===== config.mk =====
export PLATFORM = sky130hd
export DESIGN_NAME = pc_sequencer
export DESIGN_NICKNAME = d
export VERILOG_FILES = /design/src/rtl/pc_sequencer.sv
export SDC_FILE = /design/constraint.sdc
export NUM_CORES = 1
export LEC_CHECK = 0
export BUFFER_PORTS_ARGS = -buffer_cell sky130_fd_sc_hd__clkbuf_2
export CAP_MARGIN = 25
export CORE_ASPECT_RATIO = 1.75
export CORE_MARGIN = 4
export CORE_UTILIZATION = 34
export DETAILED_ROUTE_END_ITERATION = 10
export GPL_TIMING_DRIVEN = 0
export MAX_ROUTING_LAYER = met4
export REMOVE_ABC_BUFFERS = 1
export SLEW_MARGIN = 20
export SYNTH_ARGS = -nofsm -noshare
export SYNTH_HDL_FRONTEND = slang
export SYNTH_SLANG_ARGS = --single-unit

===== constraint.sdc =====
create_clock -name clk -period 5.51 [get_ports clk]
set_input_delay 0.2755 -clock clk [delete_from_list [all_inputs] [get_ports clk]]
set_output_delay 0.2755 -clock clk [all_outputs]
set_load 0.005 [all_outputs]

===== src/rtl/pc_sequencer.sv =====
// ============================================================================
// Module   : pc_sequencer
// Purpose  : Program-counter sequencer with imem fetch handshake and jump
//            resolution; optional return-address stack (PC_CALL_STACK_EN).
// Revision : 1.0 - initial release
// ============================================================================
`default_nettype none

module pc_sequencer #(
  parameter logic [15:0] RESET_PC    = 16'h0000,
  parameter int          STACK_DEPTH = 4
) (
  input  logic        clk,
  input  logic        rst,
  output logic        imem_req,
  output logic [15:0] imem_addr,
  input  logic        imem_ack,
  output logic        instr_ready,
  input  logic        exec_valid,
  input  logic        is_jump,
  input  logic [2:0]  jump_operator,
  input  logic [15:0] test_value,
  input  logic [15:0] dest_address,
  input  logic        halt,
  output logic [15:0] pc,
  output logic        branch_taken,
  output logic        stack_err
);

  if (STACK_DEPTH < 2 || STACK_DEPTH > 16 || (STACK_DEPTH & (STACK_DEPTH - 1)) != 0) begin : g_depth_check
    $error("pc_sequencer: STACK_DEPTH must be a power of two in 2..16");
  end

  typedef enum logic [1:0] {
    S_IDLE   = 2'd0,
    S_FETCH  = 2'd1,
    S_EXEC   = 2'd2,
    S_HALTED = 2'd3
  } state_t;

  state_t      r_state;
  state_t      w_next_state;
  logic [15:0] r_pc;
  logic [15:0] w_next_pc;
  logic [15:0] w_pc_inc;
  logic [15:0] w_target;
  logic        w_cond;
  logic        w_taken;
  logic        r_instr_ready;
  logic        r_branch_taken;
  logic        w_push;
  logic        w_pop;
  logic        w_err_set;

`ifdef PC_CALL_STACK_EN
  localparam int IDX_W = $clog2(STACK_DEPTH);
  localparam int SP_W  = IDX_W + 1;
  localparam logic [SP_W-1:0] c_sp_full = SP_W'(STACK_DEPTH);

  logic [15:0]      r_stack [STACK_DEPTH];
  logic [SP_W-1:0]  r_sp;
  logic             r_stack_err;
  logic             w_full;
  logic             w_empty;
  logic [IDX_W-1:0] w_push_idx;
  logic [IDX_W-1:0] w_top_idx;

  assign w_full     = (r_sp == c_sp_full);
  assign w_empty    = (r_sp == '0);
  assign w_push_idx = r_sp[IDX_W-1:0];
  assign w_top_idx  = r_sp[IDX_W-1:0] - IDX_W'(1);
`endif

  assign w_pc_inc = r_pc + 16'd1;

  always_comb begin
    w_next_state = r_state;
    w_next_pc    = r_pc;
    w_target     = dest_address;
    w_cond       = 1'b0;
    w_taken      = 1'b0;
    w_push       = 1'b0;
    w_pop        = 1'b0;
    w_err_set    = 1'b0;
    case (r_state)
      S_IDLE:  w_next_state = S_FETCH;
      S_FETCH: if (imem_ack) w_next_state = S_EXEC;
      S_EXEC: begin
        if (exec_valid) begin
          if (halt) begin
            w_next_state = S_HALTED;
          end else begin
            w_next_state = S_FETCH;
            if (is_jump) begin
              case (jump_operator)
                3'b000: w_cond = 1'b1;
                3'b001: w_cond = (test_value == 16'h0000);
                3'b010: w_cond = (test_value != 16'h0000);
                3'b011: w_cond = !test_value[15] && (test_value != 16'h0000);
                3'b100: w_cond = test_value[15];
`ifdef PC_CALL_STACK_EN
                // A CALL on a full stack still jumps; only the return address is lost.
                3'b101: begin
                  w_cond    = 1'b1;
                  w_push    = !w_full;
                  w_err_set = w_full;
                end
                3'b110: begin
                  w_cond    = !w_empty;
                  w_pop     = !w_empty;
                  w_err_set = w_empty;
                  w_target  = r_stack[w_top_idx];
                end
`endif
                default: w_cond = 1'b0;
              endcase
            end
            w_taken   = w_cond;
            w_next_pc = w_cond ? w_target : w_pc_inc;
          end
        end
      end
      S_HALTED: w_next_state = S_HALTED;
      default:  w_next_state = S_IDLE;
    endcase
  end

  always_ff @(posedge clk or posedge rst) begin
    if (rst) begin
      r_state        <= S_IDLE;
      r_pc           <= RESET_PC;
      r_instr_ready  <= 1'b0;
      r_branch_taken <= 1'b0;
    end else begin
      r_state        <= w_next_state;
      r_pc           <= w_next_pc;
      r_instr_ready  <= (r_state == S_FETCH) && imem_ack;
      r_branch_taken <= w_taken;
    end
  end

`ifdef PC_CALL_STACK_EN
  always_ff @(posedge clk or posedge rst) begin
    if (rst) begin
      r_sp        <= '0;
      r_stack_err <= 1'b0;
    end else begin
      if (w_push) begin
        r_sp <= r_sp + SP_W'(1);
      end else if (w_pop) begin
        r_sp <= r_sp - SP_W'(1);
      end
      if (w_err_set) r_stack_err <= 1'b1;
    end
  end

  always_ff @(posedge clk) begin
    if (w_push) r_stack[w_push_idx] <= w_pc_inc;
  end

  assign stack_err = r_stack_err;
`else
  assign stack_err = 1'b0;
`endif

  assign imem_req     = (r_state == S_FETCH);
  assign imem_addr    = r_pc;
  assign pc           = r_pc;
  assign instr_ready  = r_instr_ready;
  assign branch_taken = r_branch_taken;

endmodule

`default_nettype wire


# After elaboration in Yosys (flattened, before gate mapping)
# Cells that the tools add are included.
op_classes:
  n_addsub: 1
  n_eq_ne: 9
  mux: 13
  bitwise_logic: 1
  n_reduce_logical: 9
op_table:
  columns: ["op", "count"]
  rows:
  - ["16-bit by 1-bit adder with 16-bit output, second input constant", 1]
  - ["16-bit logical NOT", 1]
  - ["16-bit two-way mux", 1]
  - ["16-bit nonzero test", 1]
  - ["2-bit case mux with 4 select lines", 1]
  - ["1-bit two-way mux", 7]
  - ["3-bit by 2-bit equality test with 1-bit output, second input constant", 2]
  - ["2-bit two-way mux", 3]
  - ["1-bit case mux with 5 select lines", 1]
  - ["2-bit equality test, second input constant", 2]
  - ["3-bit by 1-bit equality test with 1-bit output, second input constant", 1]
  - ["3-bit equality test, second input constant", 1]
  - ["3-bit logical NOT", 1]
  - ["3-bit AND reduction", 1]
  - ["2-bit by 1-bit equality test with 1-bit output, second input constant", 1]
  - ["1-bit logical AND", 2]
  - ["2-bit logical NOT", 1]
  - ["2-bit by 1-bit inequality test with 1-bit output, second input constant", 1]
  - ["2-bit inequality test, second input constant", 1]
  - ["2-bit AND reduction", 1]
  - ["1-bit logical NOT", 1]
  - ["1-bit NOT", 1]
word_totals:
  reg_bits: 20
  input_bits: 41
  out_inout_bits: 36
  word_cells: 37

# Logic depth before layout (Yosys ltp)
depth:
  depth_word: 10
  ltp_mapped: 6

# Worst setup path after synthesis
# OpenSTA, ideal clock, no wires.
synth_timing:
  path_type: "reg-to-reg"
  startpoint: "register r_pc[0], in the netlist imem_addr[0]"
  endpoint: "register r_pc[14], in the netlist imem_addr[14]"
  setup_ps: 80
  arrival_ps: 1688
  required_time_ps: 5430
  setup_slack_ps: 3742
  stages_incl_launch_ff: 7
  n_path_buf: 0
  period_less_slack_ps: 1768
  cell_sequence: "dfrtp_1 -> ha_1 -> and3_1 -> nand4_2 -> or4b_1 -> a32o_1 -> o211ai_2"
synth_via:
  elab_chain_len: 2
synth_lines:
  columns: ["element", "line_no", "source"]
  rows:
  - ["start, declared", "43", "logic [15:0] r_pc;"]
  - ["start signal, assigned", "136", "r_pc <= w_next_pc;"]
  - ["16-bit by 1-bit adder with 16-bit output", "74", "assign w_pc_inc = r_pc + 16'd1;"]
  - ["16-bit two-way mux", "119", "w_next_pc = w_cond ? w_target : w_pc_inc;"]
# Every way passes these cells.
# A chain may end at the register's enable or synchronous reset.

# Worst setup path in the final report
layout_timing:
  startpoint: "register r_state[0]"
  endpoint: "register r_pc[14], in the netlist imem_addr[14]"
layout_via:
  elab_chain_len: 2
layout_lines:
  columns: ["element", "line_no", "source"]
  rows:
  - ["start, declared", "41", "state_t r_state;"]
  - ["start signal, assigned", "135", "r_state <= w_next_state;"]
  - ["2-bit equality test", "85", "case (r_state)"]
  - ["3-bit AND reduction (no source line)", null, null]
# Every way passes these cells.

==> key figures <==
Detailed routing
  • DRT antenna net count: 0
  • Vias per cell: around 5.6
  • Routed length on met1: 1760 µm
  • Routed wl met3: about 260 µm
  • Uppermost routed layer: met4
  • Final wirelength: 4460 µm
  • # DRC: 0
  • Wire per inst: between 15 and 20 µm
  • WL met2: around 2400 µm
  • DR vias: ~1600
  • DRT Pass-1 Iters: 4
  • Drt initial violations: 63

CTS
  • H-tree depth: 1
  • CTS root buf: clkbuf_8
  • Buffers inserted by post-CTS timing repair: 0
  • Hold buffer count at CTS: 0
  • CTS tree: done
  • Num CTS Buffers: 3
  • CTS resizes: 0
  • Clk_lat worst skew: 0.26 ns
  • Reg clk slew, reported paths: roughly 0.08 ns
  • Clk buf depth: 2
  • CTS sink count: 20

Worst setup path
  • Worst Path Required: between 5 and 6 ns
  • Endpoint class of the critical path: flop
  • Critical path class: reg -> reg
  • Crit-path max FO: 17
  • Worst Path Arrival: around 2.4 ns
  • CP Launch Type: flop

Layout
  • Layout Nets: around 290
  • Layout area overhead: 20.5%
  • Layout cell share with drive strength beyond 1: a little under two fifths
  • Finished Layout Cells: about 290
  • Final core utilization: between 40% and 50%
  • Ant diodes: 0

Yosys
  • Yosys Warn Count: 0
  • Share of the synthesized area in the top cell type: between 30% and 40%
  • Synth area leader: dfrtp_1
  • Sequential share of the synthesized area: 31.7%
  • Prevailing post-synth register cell: dfrtp_1
  • Post-synth EDFFs: 0
  • Syn Inst Count: roughly 190
  • #FFs+latches synth: 20
  • Ys async rst share: 100%
  • Cell Area, Synth: approximately 1600 µm²
  • Syn avg cell area: 8.23 µm²
  • Top cells by area, synth: dfrtp_1 32%, nand2_1 8.8%, buf_4 8.6%
  • Cell variety after synth: 44

Run status
  • Outcome: completed

Timing
  • Slew @ Worst Pin: 1.03 ns
  • Clock Skew: about 0.0061 ns
  • Fin crit period: 2.20 ns
  • Fin Setup TNS: 0 ns
  • # setup viols final: 0
  • Final Hold Fails: 0
  • Final worst path period share: between 30% and 40%
  • RSZ-0062 raised after global routing: false
  • F_max: ~0.45 GHz
  • Relative slew slack: ~31%
  • Slew Viols, Final: 0

Global route
  • Overall Global Routing Usage: ~16%
  • Final global-route overflow total: 0
  • Largest net degree at the start of global routing: 21
  • Global-route wire length before repair: 7140 µm
  • Antenna violations before repair: 0
  • Number of global-route vias before repair: between 1500 and 2000

Power and ir drop
  • Static Leak: a little under 0.9 nW
  • Tot Pwr: roughly 0.30 mW
  • VDD IR max: about 0.13 mV
  • Pwr dens: 158 nW/µm²

Place
  • HPWL after DPL: 3420 µm
  • Placed cells: 291
  • RD Place Congestion: roughly 0.76
  • Buffers on Ports: between 70 and 80

Floorplan
  • Io pins: 77
  • Row count: 32
  • Starting density of the core: 35.6%
  • Die H: just under 100 µm
  • Core area: approximately 4400 µm²
  • Die area: 5850 µm²
  • Die Width: between 50 and 60 µm

Flow run
  • Max cap viols: 0

Min path
  • Hold Crit Class: in -> async
-- cells in the mapped netlist, drive strengths merged, types with 3 or more instances --
master / number
nand2: 37
buf: 25
dfrtp: 20
nor4: 11
a211o: 7
inv: 7
o211ai: 7
a32oi: 6
nand3: 6
or3: 6
clkbuf: 5
o21ai: 5
a32o: 4
and2: 4
and3: 4
nor2: 4
a31oi: 3
nand4: 3
o32ai: 3
-- report_power, final --
| part | total [mW] | internal [mW] | leakage [nW] | switching [mW] |
|---|---|---|---|---|
| combinational | 0.0495 | 0.0228 | 0.664 | 0.0267 |
| sequential | 0.152 | 0.149 | 0.195 | 0.00362 |
| clock | 0.0983 | 0.0488 | 0.0216 | 0.0495 |
| total | 0.300 | 0.220 | 0.881 | 0.0798 |
-- critical path, stage by stage (launching register included) --
cell and delay, ns:
dfrtp_1 0.41, nand4bb_1 0.54, buf_6 0.35, nor2_1 0.09, or4b_1 0.44, a32o_1 0.24, o211ai_2 0.06
-- layer usage --
metal / track usage (%) / vias to the layer above
met5: - / -
met4: 4.78 / 0
met3: 1.59 / 6
met2: 27.2 / 48
met1: 18.4 / 771
li1: - / 813
-- final timing paths --
check	cells after the start	startpoint	to	slack (ns)
setup / recovery	6	r_state[0]$_DFFE_PP0P_	imem_addr[14]$_DFFE_PP0P_	3.31
hold / removal	2	rst	imem_addr[14]$_DFFE_PP0P_	0.14
setup reg to reg	6	r_state[0]$_DFFE_PP0P_	imem_addr[14]$_DFFE_PP0P_	3.31
hold reg to reg	1	r_state[1]$_DFFE_PP0P_	r_state[0]$_DFFE_PP0P_	0.56
max in group asynchronous	2	rst	imem_addr[6]$_DFFE_PP0P_	4.86
min in group clk	3	dest_address[7]	imem_addr[7]$_DFFE_PP0P_	0.25
-- placed cells by master, fill, tap and decap left out, types with 5 or more instances in the layout --
master / instances
or3_1: 5
o21ai_0: 5
a211o_1: 7
nand2_1: 37
nand3_1: 6
inv_1: 7
clkbuf_2: 75
nor4_1: 11
o211ai_1: 5
dfrtp_1: 20
a32oi_1: 6
-- metrics by stage --
stage | worst slack [ns] | hold slack [ns] | cell area (µm²)
after global routing | 3.16 | 0.217 | 1900
after global placement | 1.48 | 0.463 | 1830
after detailed placement | 3.06 | 0.461 | 1860
after CTS | 3.30 | 0.174 | 1900
after floorplan | 2.91 | 0.239 | 1390
final | 3.31 | 0.143 | 1900
-- logic make-up (layout without fill, tap and decap cells) --
logic type,after synthesis,in the layout,synth area share [%]
AND/OR/NAND/NOR,89,89,30.6
AO/OA/AOI/OAI,44,44,23.0
buffers and inverters,37,88,13.6
flip-flops,20,20,31.7
adder cells (fa/ha/maj),1,1,0.792
other,1,1,0.237
-- layout make-up --
class | instances | area, µm²
fill | 473 | 2540
multi-input combinational | 135 | 871
sequential | 20 | 500
timing repair buffer | 78 | 402
tap | 51 | 63.8
clock buffer | 3 | 41.3
inverter | 7 | 26.3
-- state kept, by name, indices dropped and copies added (netlist names) --
name and count:
imem_addr 16, r_state 2, branch_taken 1, instr_ready 1
Power figures use the tool's default switching activity.
